`config.mk`:
```
export PLATFORM = sky130hd
export DESIGN_NAME = pc_ras_unit
export DESIGN_NICKNAME = d
export VERILOG_FILES = /design/src/rtl/pc_ras_unit.sv
export SDC_FILE = /design/constraint.sdc
export NUM_CORES = 1
export LEC_CHECK = 0
export ABC_AREA = 1
export ABC_CLOCK_PERIOD_IN_PS = 11600
export CORE_MARGIN = 2
export CORE_UTILIZATION = 50
export CTS_BUF_LIST = sky130_fd_sc_hd__clkbuf_16
export CTS_CLUSTER_SIZE = 12
export DETAILED_ROUTE_END_ITERATION = 10
export PLACE_DENSITY = 0.72
export SYNTH_ARGS = -nofsm -noshare
export SYNTH_HDL_FRONTEND = slang
export SYNTH_SLANG_ARGS = --single-unit
```
`constraint.sdc`:
```
create_clock -name clk -period 11.6 [get_ports clk]
set_input_delay 1.16 -clock clk [delete_from_list [all_inputs] [get_ports clk]]
set_output_delay 1.16 -clock clk [all_outputs]
set_load 0.005 [all_outputs]
```
`src/rtl/pc_ras_unit.sv`:
```
// pc_ras_unit: program counter for the 5-phase multicycle core (f,r,x,m,w).
// Provides the fetch address, the link address and a circular return-address
// stack that supplies return targets. Redirect targets are force-aligned and
// flagged when their low bits were nonzero.
// Optional build macro PC_RAS_EXC_EN adds exception redirect (exc_req/epc).
module pc_ras_unit #(
    parameter int unsigned           XLEN      = 32,
    parameter int unsigned           MA_W      = 8,
    parameter logic [XLEN-1:0]       RESET_VEC = '0,
    parameter logic [XLEN-1:0]       INC       = 4,
    parameter int unsigned           RAS_DEPTH = 4
`ifdef PC_RAS_EXC_EN
    ,parameter logic [XLEN-1:0]      EXC_VEC   = 32'h100
`endif
) (
    input  logic            clk,
    input  logic            rst,
    input  logic [4:0]      phase,
    input  logic            stall,
    input  logic            ct_taken,
    input  logic            ct_call,
    input  logic            ct_ret,
    input  logic [XLEN-1:0] dr,
`ifdef PC_RAS_EXC_EN
    input  logic            exc_req,
    output logic [XLEN-1:0] epc,
`endif
    output logic [XLEN-1:0] pc,
    output logic [MA_W-1:0] ma,
    output logic [XLEN-1:0] link,
    output logic            ras_empty,
    output logic            ras_full,
    output logic            misalign
);

    localparam int unsigned PW = $clog2(RAS_DEPTH);
    localparam int unsigned CW = PW + 1;
    localparam logic [CW-1:0] DEPTH_C = CW'(RAS_DEPTH);

    logic [XLEN-1:0] pc_q, pc_d;
    logic [MA_W-1:0] ma_q, ma_d;
    logic [XLEN-1:0] link_q, link_d;
    logic            misalign_q, misalign_d;
    logic [PW-1:0]   ptr_q, ptr_d;
    logic [CW-1:0]   count_q, count_d;
    logic            empty_q, empty_d;
    logic            full_q, full_d;
    logic [XLEN-1:0] ras_q [RAS_DEPTH];
    logic [XLEN-1:0] ras_d [RAS_DEPTH];
`ifdef PC_RAS_EXC_EN
    logic [XLEN-1:0] epc_q, epc_d;
`endif

    logic [XLEN-1:0] pc_inc;
    logic [PW-1:0]   top_idx;
    logic [XLEN-1:0] target;
    logic            w_act;

    // Next-state: exception (if built) > f > taken w; stall freezes everything.
    // ptr_q points at the next free slot, so the top of stack is ptr_q-1.
    always_comb begin
        pc_d       = pc_q;
        ma_d       = ma_q;
        link_d     = link_q;
        misalign_d = misalign_q;
        ptr_d      = ptr_q;
        count_d    = count_q;
        ras_d      = ras_q;
`ifdef PC_RAS_EXC_EN
        epc_d      = epc_q;
`endif
        pc_inc  = pc_q + INC;
        top_idx = ptr_q - 1'b1;
        target  = (ct_ret && !empty_q) ? ras_q[top_idx] : dr;
        w_act   = phase[4] && !(|phase[3:1]);

        if (!stall) begin
`ifdef PC_RAS_EXC_EN
            if (exc_req) begin
                epc_d      = pc_q;
                pc_d       = EXC_VEC;
                misalign_d = 1'b0;
            end else
`endif
            if (phase[0]) begin
                ma_d       = pc_q[MA_W-1:0];
                pc_d       = pc_inc;
                link_d     = pc_inc;
                misalign_d = 1'b0;
            end else if (w_act && ct_taken) begin
                pc_d       = {target[XLEN-1:2], 2'b00};
                misalign_d = |target[1:0];
                if (ct_call && ct_ret && !empty_q) begin
                    // call+return: replace top entry, depth unchanged
                    ras_d[top_idx] = link_q;
                end else if (ct_call) begin
                    ras_d[ptr_q] = link_q;
                    ptr_d        = ptr_q + 1'b1;
                    if (count_q != DEPTH_C)
                        count_d = count_q + 1'b1;
                end else if (ct_ret && !empty_q) begin
                    ptr_d   = top_idx;
                    count_d = count_q - 1'b1;
                end
            end
        end

        empty_d = (count_d == '0);
        full_d  = (count_d == DEPTH_C);
    end

    // State registers with asynchronous reset.
    always_ff @(posedge clk or posedge rst) begin
        if (rst) begin
            pc_q       <= RESET_VEC;
            ma_q       <= RESET_VEC[MA_W-1:0];
            link_q     <= '0;
            misalign_q <= 1'b0;
            ptr_q      <= '0;
            count_q    <= '0;
            empty_q    <= 1'b1;
            full_q     <= 1'b0;
            for (int unsigned i = 0; i < RAS_DEPTH; i++)
                ras_q[i] <= '0;
`ifdef PC_RAS_EXC_EN
            epc_q      <= '0;
`endif
        end else begin
            pc_q       <= pc_d;
            ma_q       <= ma_d;
            link_q     <= link_d;
            misalign_q <= misalign_d;
            ptr_q      <= ptr_d;
            count_q    <= count_d;
            empty_q    <= empty_d;
            full_q     <= full_d;
            ras_q      <= ras_d;
`ifdef PC_RAS_EXC_EN
            epc_q      <= epc_d;
`endif
        end
    end

    assign pc        = pc_q;
    assign ma        = ma_q;
    assign link      = link_q;
    assign misalign  = misalign_q;
    assign ras_empty = empty_q;
    assign ras_full  = full_q;
`ifdef PC_RAS_EXC_EN
    assign epc       = epc_q;
`endif

endmodule

```
* After elaboration in Yosys (flattened, before gate mapping)
Cells that the tools add are included.
Widths: inputs -> output; s select.
** Operators by class
- $add $sub $neg :: 5
- Eq/ne operators :: 2
- Magnitude comparators :: 4
- Multiplexer cells :: 25
- Reductions and logical operators :: 19
- Bitwise operators :: 5
** Operators with widths (number)
- $bwmux 128 :: 2
- $mux 128 :: 2
- $mux 32 :: 7
- $demux 32 s2 :: 2
- $bmux 32 s2 :: 1
- $add 32x3->32 const B :: 1
- $mux 3 :: 7
- $logic_and 1x1->1 :: 7
- $ge 3x3->1 const B :: 2
- $lt 3x1->1 const B :: 2
- $not 2->3 :: 2
- $reduce_bool 2->1 :: 3
- $reduce_and 5->1 :: 1
- $mux 2 :: 2
- $reduce_and 2->1 :: 2
- $reduce_and 4->1 :: 1
- $add 3x1->3 const B :: 1
- $eq 3x3->1 const B :: 1
- $logic_not 3->1 :: 1
- $ne 3x3->1 const B :: 1
- $not 1->1 :: 3
- $reduce_or 3->1 :: 1
- $sub 3x1->3 const B :: 1
- $add 2x1->2 const B :: 1
- 4 further kinds :: 6
** Word-level totals
- Output and inout port bits :: 75
- Register bits :: 208

* Longest topological paths before layout
Gate-level depths: netlist of run 1.
- Depth in word-level cells :: 9
- Mapped depth :: 11
- Mapped depth without buffers :: 10

* Least setup slack after synthesis of run 1
Ideal clock, no wire load.
- Path type :: input -> register
- From :: input port ct_ret
- To :: register ras_q[71] (netlist name)
- Library setup time :: 118 ps
- Slack :: 9365 ps
- Required time :: 11482 ps
- Cell stages on the path :: 11
- Data arrival time :: 2117 ps
- Path buffers :: 2
- Cells stage by stage :: inv_1 nor2_1 nand2_2 nand2_1 o21ai_2 inv_2 nand2_1 buf_4 buf_4 nor2_1 nor2_1
** Between the ends
- Word-level cells in the longest chain between the ends :: 4
** Ends and longest elaborated chain
- from (decl) :: line 22 : input logic ct_ret,
- $logic_and 1x1->1 * (2 in series) :: line 93 : if (ct_call && ct_ret && !empty_q) begin
- $reduce_bool 2->1 (no line)
- $reduce_and 4->1 (no line)
- to (signal assigned) :: line 137 : ras_q <= ras_d;
- to (decl) :: line 48 : logic [XLEN-1:0] ras_q [RAS_DEPTH];
Mark *: on every way between the ends. The rest lies on a longest branch, timed or not.
A chain may end at the register's enable or synchronous reset.

* Final worst setup path of run 1
- From :: input port phase[0]
- To :: register ras_q[37] (netlist name)
** Between the ends
- Word-level cells in the longest chain between the ends :: 2
** Ends and longest elaborated chain
- from (decl) :: line 18 : input logic [4:0] phase,
- $not 1->1 (no line)
- $reduce_and 4->1 (no line)
Every way passes these cells.

==> out/metrics.cfg, run 1 <==
[grt]
grt_max_degree=120
track_usage=0.283
gr-total-overflow=0
grt_pass1_vias=8879
grt_pass1_wl_mm=48.3
antenna_found_initial=0

[floorplan]
boundaryPins=118
start_util=0.513
die_w_um=149
num_rows=52
core-area_um2=20400
die_area_um2=22100
die_y_um=149

[hold_path]
hp-class=flip-flop to flip-flop
min-delay-start=ma[6]

[timing]
final.min_clock_period_ps=3840
slew_headroom=0.285
hold_violations=0
min_period_over_period=0.331
finalSetupViolCount=0
fin_tns_setup_ps=0
rsz0062_at_grt=no
clock_skew_ps=9.26
tightest_slew_ps=1070
slew_viol_final=0
max_freq_mhz=260

[synth]
synth_area_leaders=dfrtp_1 (47%), nand2_1 (13%), nor2_1 (8.9%), a21oi_1 (7.2%), inv_1 (4.7%)
synth-async-reset-ratio=1.00
synth_cells=1416
synth.largest_area_cell=dfrtp_1
ys.flop_type=dfrtp_1
yosysWarnings=0
synth.distinct_cells=38
postSynthAreaPerCell_um2=7.37
synth.most_common_cell=nand2_1
netlist_area_um2=10400
synth_top_area_share=0.470
ys_ff_latch=197
synth_edf_count=0
netlist_top_cells_count=nand2_1 (363), nor2_1 (247), dfrtp_1 (196)
ys_seq_area_frac=0.472

[cts]
cts_made_buffers=17
cts_resized=0
tritoncts=yes
cts.sinks=197
cts_max_level=4
clk_pin_slew_ps=80
clockRootBuffer=clkbuf_16
clock_latency_ps=450
cts_max_path_buffers=2
post_cts_buffers=0
holdBufCountCts=0

[routing]
ant_nets=0
vias_per_cell=5.44
highest-signal-layer=met4
first_pass_iters=5
vias=9584
wl_met2_mm=14.7
drt_iter0_drc=816
drt_wl_total_mm=30.7
drc_errors=0
wl_met1_mm=13.0
wl_met3_mm=2.32
wire_per_inst_um=17.4

[finish]
final-instance-count-excl-fill=1763
area_delta_synth_final_pct=16.9
fin_util=0.599
layout.nets=1533
drive_gt1_frac=0.0563
diodes=0
nFillCells=1856

[setup_path]
slowest_stage=nand2_2
critical_path.cell_chain=buf_2 -> nor2_2 -> nand2_2 -> nor2_8 -> buf_4 -> nand2_2 -> o21ai_0 -> inv_1
criticalPathCategory=primary input to flip-flop
cpPeakStageDelay_ps=790
end_kind=flip-flop
crit_fanout=63
reg2reg_from=ptr_q[0]
crit_required_ps=11930
cp.arrival_ps=4170
crit_path_start=phase[0]
timing.critical_path.mode_cell=nand2_2
start_kind=primary input
rrSetupSlack_ps=7760

[placed_design]
dp.cells=1731
io_buffers=111
routabilityCongestion=0.923
hpwl_mm=19.9

[flow_run]
max_cap_violations=0

[power]
ir_drop_uv=105
powerDensity_nw_per_um2=161
total_leakage_power_nw=6.06

[outcome]
outcome=finished clean

logic make-up after synthesis:
group | count (synthesis) | synth area share
buf+inv | 219 | 0.0884
compound gates | 276 | 0.143
flops | 197 | 0.472
simple gates | 699 | 0.271
other cells | 1 | 0.000359
xor+xnor | 14 | 0.0125
fa+ha+maj | 10 | 0.0120
placed cells by master, fill, tap and decap left out, drive strengths merged:
cell,n
nand2,371
nor2,257
dfrtp,196
a21oi,158
inv,146
clkdlybuf4s50,110
o21ai,86
nand3,62
o211ai,24
clkbuf,17
xor2,12
ha,10
buf,10
conb,6
clkinv,4
nand4,4
nand3b,3
clkinvlp,3
xnor2,2
nor3,2
a21boi,2
o31ai,2
a31oi,2
a21o,1
a22oi,1
bufinv,1
dfstp,1
sequential cells by signal, summed over array words and instances, names as in the netlist:
signal,count
ras_full,1
ras_empty,1
ras_q,123
link,30
count_q,3
misalign,1
pc,30
ptr_q,2
ma,6
path summary, 6_finish.rpt:
kind,endpoint,depth (start not counted)
setup reg to reg,pc[18],10
hold / removal,ma[6],2
min in group asynchronous,ras_q[48],2
max in group asynchronous,ras_q[15],3
setup / recovery,ras_q[37],8
hold reg to reg,ma[6],2
layout make-up:
cell class              count  area [µm²]  share of cell area
clock buffers              17         425              0.0349
clock inverters            15         189              0.0155
inverters                 139         529              0.0434
multi-input cells        1005        4610               0.378
flip-flops and latches    197        4930               0.404
well taps                 270         338              0.0277
repair buffers            120        1170              0.0962
stage by stage:
stage | total power, mW | hold WS [ps] | setup slack, ps | area, µm²
final | 1.96 | 474 | 7760 | 12200
after detailed placement | 1.35 | 458 | 7330 | 11600
after CTS | 1.96 | 477 | 7800 | 12200
after global routing | 2.05 | 489 | 7430 | 12200
after floorplan | 1.11 | 457 | 5070 | 10500
after global placement | 1.34 | 453 | 7370 | 11600
critical path, delay by kind of cell:
kind / cells / cell delay [ps]
buffers and inverters: 3 / 1090
and+or+nand+nor: 4 / 1370
AOI/OAI and AO/OA: 1 / 450
routing by layer:
| metal | track usage | vias to the layer above |
|---|---|---|
| met4 | 0.0810 | 0 |
| met3 | 0.0580 | 44 |
| met1 | 0.393 | 4582 |
| met2 | 0.454 | 386 |
| met5 | 0 | - |
| li1 | - | 4572 |
power by group:
part,switching [mW],total [mW],internal (mW)
clock network,0.310,0.621,0.311
logic,0.284,0.477,0.194
registers,0.106,0.865,0.759
(Power assumes the default switching activity.)
==> inputs of run 2 (changes only) <==
- ABC_CLOCK_PERIOD_IN_PS: 11600 -> 4000
- clock period: 11.6 -> 4 ns (I/O delays scaled with it)
==> run 2 against run 1 <==
Against the previous run: non-clock buffer count increased by 4; first-iteration DRC count increased by 26%; clock power increased to 2.9 times the previous value; combinational power increased to 2.9 times the previous value; clock skew increased by 2.7 ps; die area unchanged; utilization increased by 0.35 points; sequential power increased to 2.9 times the previous value; register-to-register slack got worse by 6300 ps; global-route usage increased by 0.55 points; total power increased to 2.9 times the previous value; sequential share of layout area decreased by 0.23 points; critical endpoint unchanged; highest routed layer unchanged.
==> out/metrics.cfg, run 2 (synthesized netlist as in run 1, its figures left out) <==
[outcome]
outcome=finished clean

[grt]
track_usage=0.289  ; +0.00551
grt_max_degree=95  ; -21%
gr-total-overflow=0  ; unchanged
antenna_found_initial=0  ; unchanged
grt_pass1_wl_mm=49.4  ; +2.3%
grt_pass1_vias=9050  ; +1.9%

[hold_path]
min-delay-start=phase[0]
hp-class=primary input to flip-flop
hold_path_depth=4  ; +2

[routing]
vias=9632  ; +0.50%
vias_per_cell=5.45  ; +0.27%
drc_errors=0  ; unchanged
drt_iter0_drc=1032  ; +26%
ant_nets=0  ; unchanged
wire_per_inst_um=17.4  ; +0.25%
first_pass_iters=6  ; +1
drt_wl_total_mm=30.8  ; +0.48%

[cts]
cts_max_level=4  ; unchanged
clock_latency_ps=450  ; about the same
cts_made_buffers=17  ; unchanged
holdBufCountCts=0  ; unchanged
cts_max_path_buffers=2  ; unchanged
cts.sinks=197  ; unchanged
clk_pin_slew_ps=80  ; about the same
post_cts_buffers=0  ; unchanged
tritoncts=yes
clockRootBuffer=clkbuf_16
cts_resized=0  ; unchanged

[power]
powerDensity_nw_per_um2=466  ; +190%
total_leakage_power_nw=6.10  ; +0.62%
ir_drop_uv=290  ; +180%

[setup_path]
crit_required_ps=4330  ; -7600 ps
start_kind=flip-flop
criticalPathCategory=flip-flop to flip-flop
r2r_end=ras_q[37]
end_kind=flip-flop
crit_fanout=60  ; -4.8%
rrSetupSlack_ps=1490  ; -6270 ps
cp.arrival_ps=2840  ; -1330 ps
crit_path_start=ptr_q[0]
reg2reg_from=ptr_q[0]
r2r_cells=8  ; -2
cp-endpoint=ras_q[37]

[timing]
slew_viol_final=0  ; unchanged
tightest_slew_ps=1140  ; +74.1 ps
min_period_over_period=0.628
rsz0062_at_grt=no
max_freq_mhz=398
slew_headroom=0.235  ; -0.0496
finalSetupViolCount=0  ; unchanged
hold_violations=0  ; unchanged
clock_skew_ps=12.0  ; +2.73 ps
final.min_clock_period_ps=2510
fin_tns_setup_ps=0  ; unchanged
hold_ws_ps=294  ; -180 ps

[finish]
final-instance-count-excl-fill=1767  ; +0.23%
drive_gt1_frac=0.0588  ; +0.00252
layout.nets=1537  ; +0.26%
largest_reg_flops=123  ; unchanged
nFillCells=1888  ; +1.7%
multi_input_area_um2=4610  ; unchanged
area_delta_synth_final_pct=17.6
layout_commonest_cell=nand2_1
fin_util=0.603  ; +0.00350
final_cell_mix=nand2_1 (362), nor2_1 (246), dfrtp_1 (195)
seqCellArea_um2=4930  ; unchanged
regMostFlops=ras_q
diodes=0  ; unchanged
finalInstanceArea_um2=12300  ; +0.58%

[floorplan]
die_y_um=149  ; unchanged
die_area_um2=22100  ; unchanged
boundaryPins=118  ; unchanged
start_util=0.513  ; unchanged
core-area_um2=20400  ; unchanged
die_w_um=149  ; unchanged
num_rows=52  ; unchanged

[placed_design]
hpwl_mm=20.3  ; +2.0%
dp.cells=1735  ; +0.23%
io_buffers=111  ; unchanged
routabilityCongestion=0.920  ; -0.33%
post_dp_cell_area_um2=11700  ; +0.55%

[flow_run]
max_cap_violations=0  ; unchanged

==> run 2: worst max-delay path, stage by stage (launching register included) <==
cell and delay (ps):
dfrtp_2 440, inv_1 80, buf_4 380, ha_1 220, nand2_1 50, nand2_1 80, nand2_2 630, o21ai_0 410
inv_1 80
==> run 2: layout make-up <==
| type | instances | area share |
|---|---|---|
| clock buffers | 17 | 0.0347 |
| clock inverters | 15 | 0.0160 |
| inverters | 139 | 0.0428 |
| multi-input cells | 1005 | 0.376 |
| flip-flops and latches | 197 | 0.402 |
| well taps | 270 | 0.0275 |
| repair buffers | 124 | 0.101 |
==> run 2: how the worst min path moves through the flow <==
| stage | slack (ps) | end |
|---|---|---|
| CTS | 290 | misalign |
| detailed placement | 460 | ma[6] |
| floorplan | 460 | ras_q[10] |
| finish | 290 | misalign |
| global placement | 460 | ma[6] |
| global route | 330 | misalign |
==> run 2: layer usage <==
layer | track usage | wire, µm | share of wire
met5 | 0 | 0 | 0
met1 | 0.406 | 13300 | 0.43
met3 | 0.0426 | 2290 | 0.074
met2 | 0.465 | 14500 | 0.47
met4 | 0.0910 | 732 | 0.024
==> run 2: stage by stage <==
step / total power, mW / setup WS, ps
6_report: 5.72 / 1490
5_1_grt: 5.99 / 1090
4_1_cts: 5.72 / 1490
3_5_place_dp: 3.92 / 1260
3_3_place_gp: 3.90 / 1300
2_1_floorplan: 3.23 / 1050
==> run 2: power breakdown <==
| group | leakage, nW | internal, mW | switching, mW |
|---|---|---|---|
| clock network | 0.299 | 0.955 | 0.861 |
| logic | 3.50 | 0.568 | 0.831 |
| registers | 2.30 | 2.20 | 0.307 |
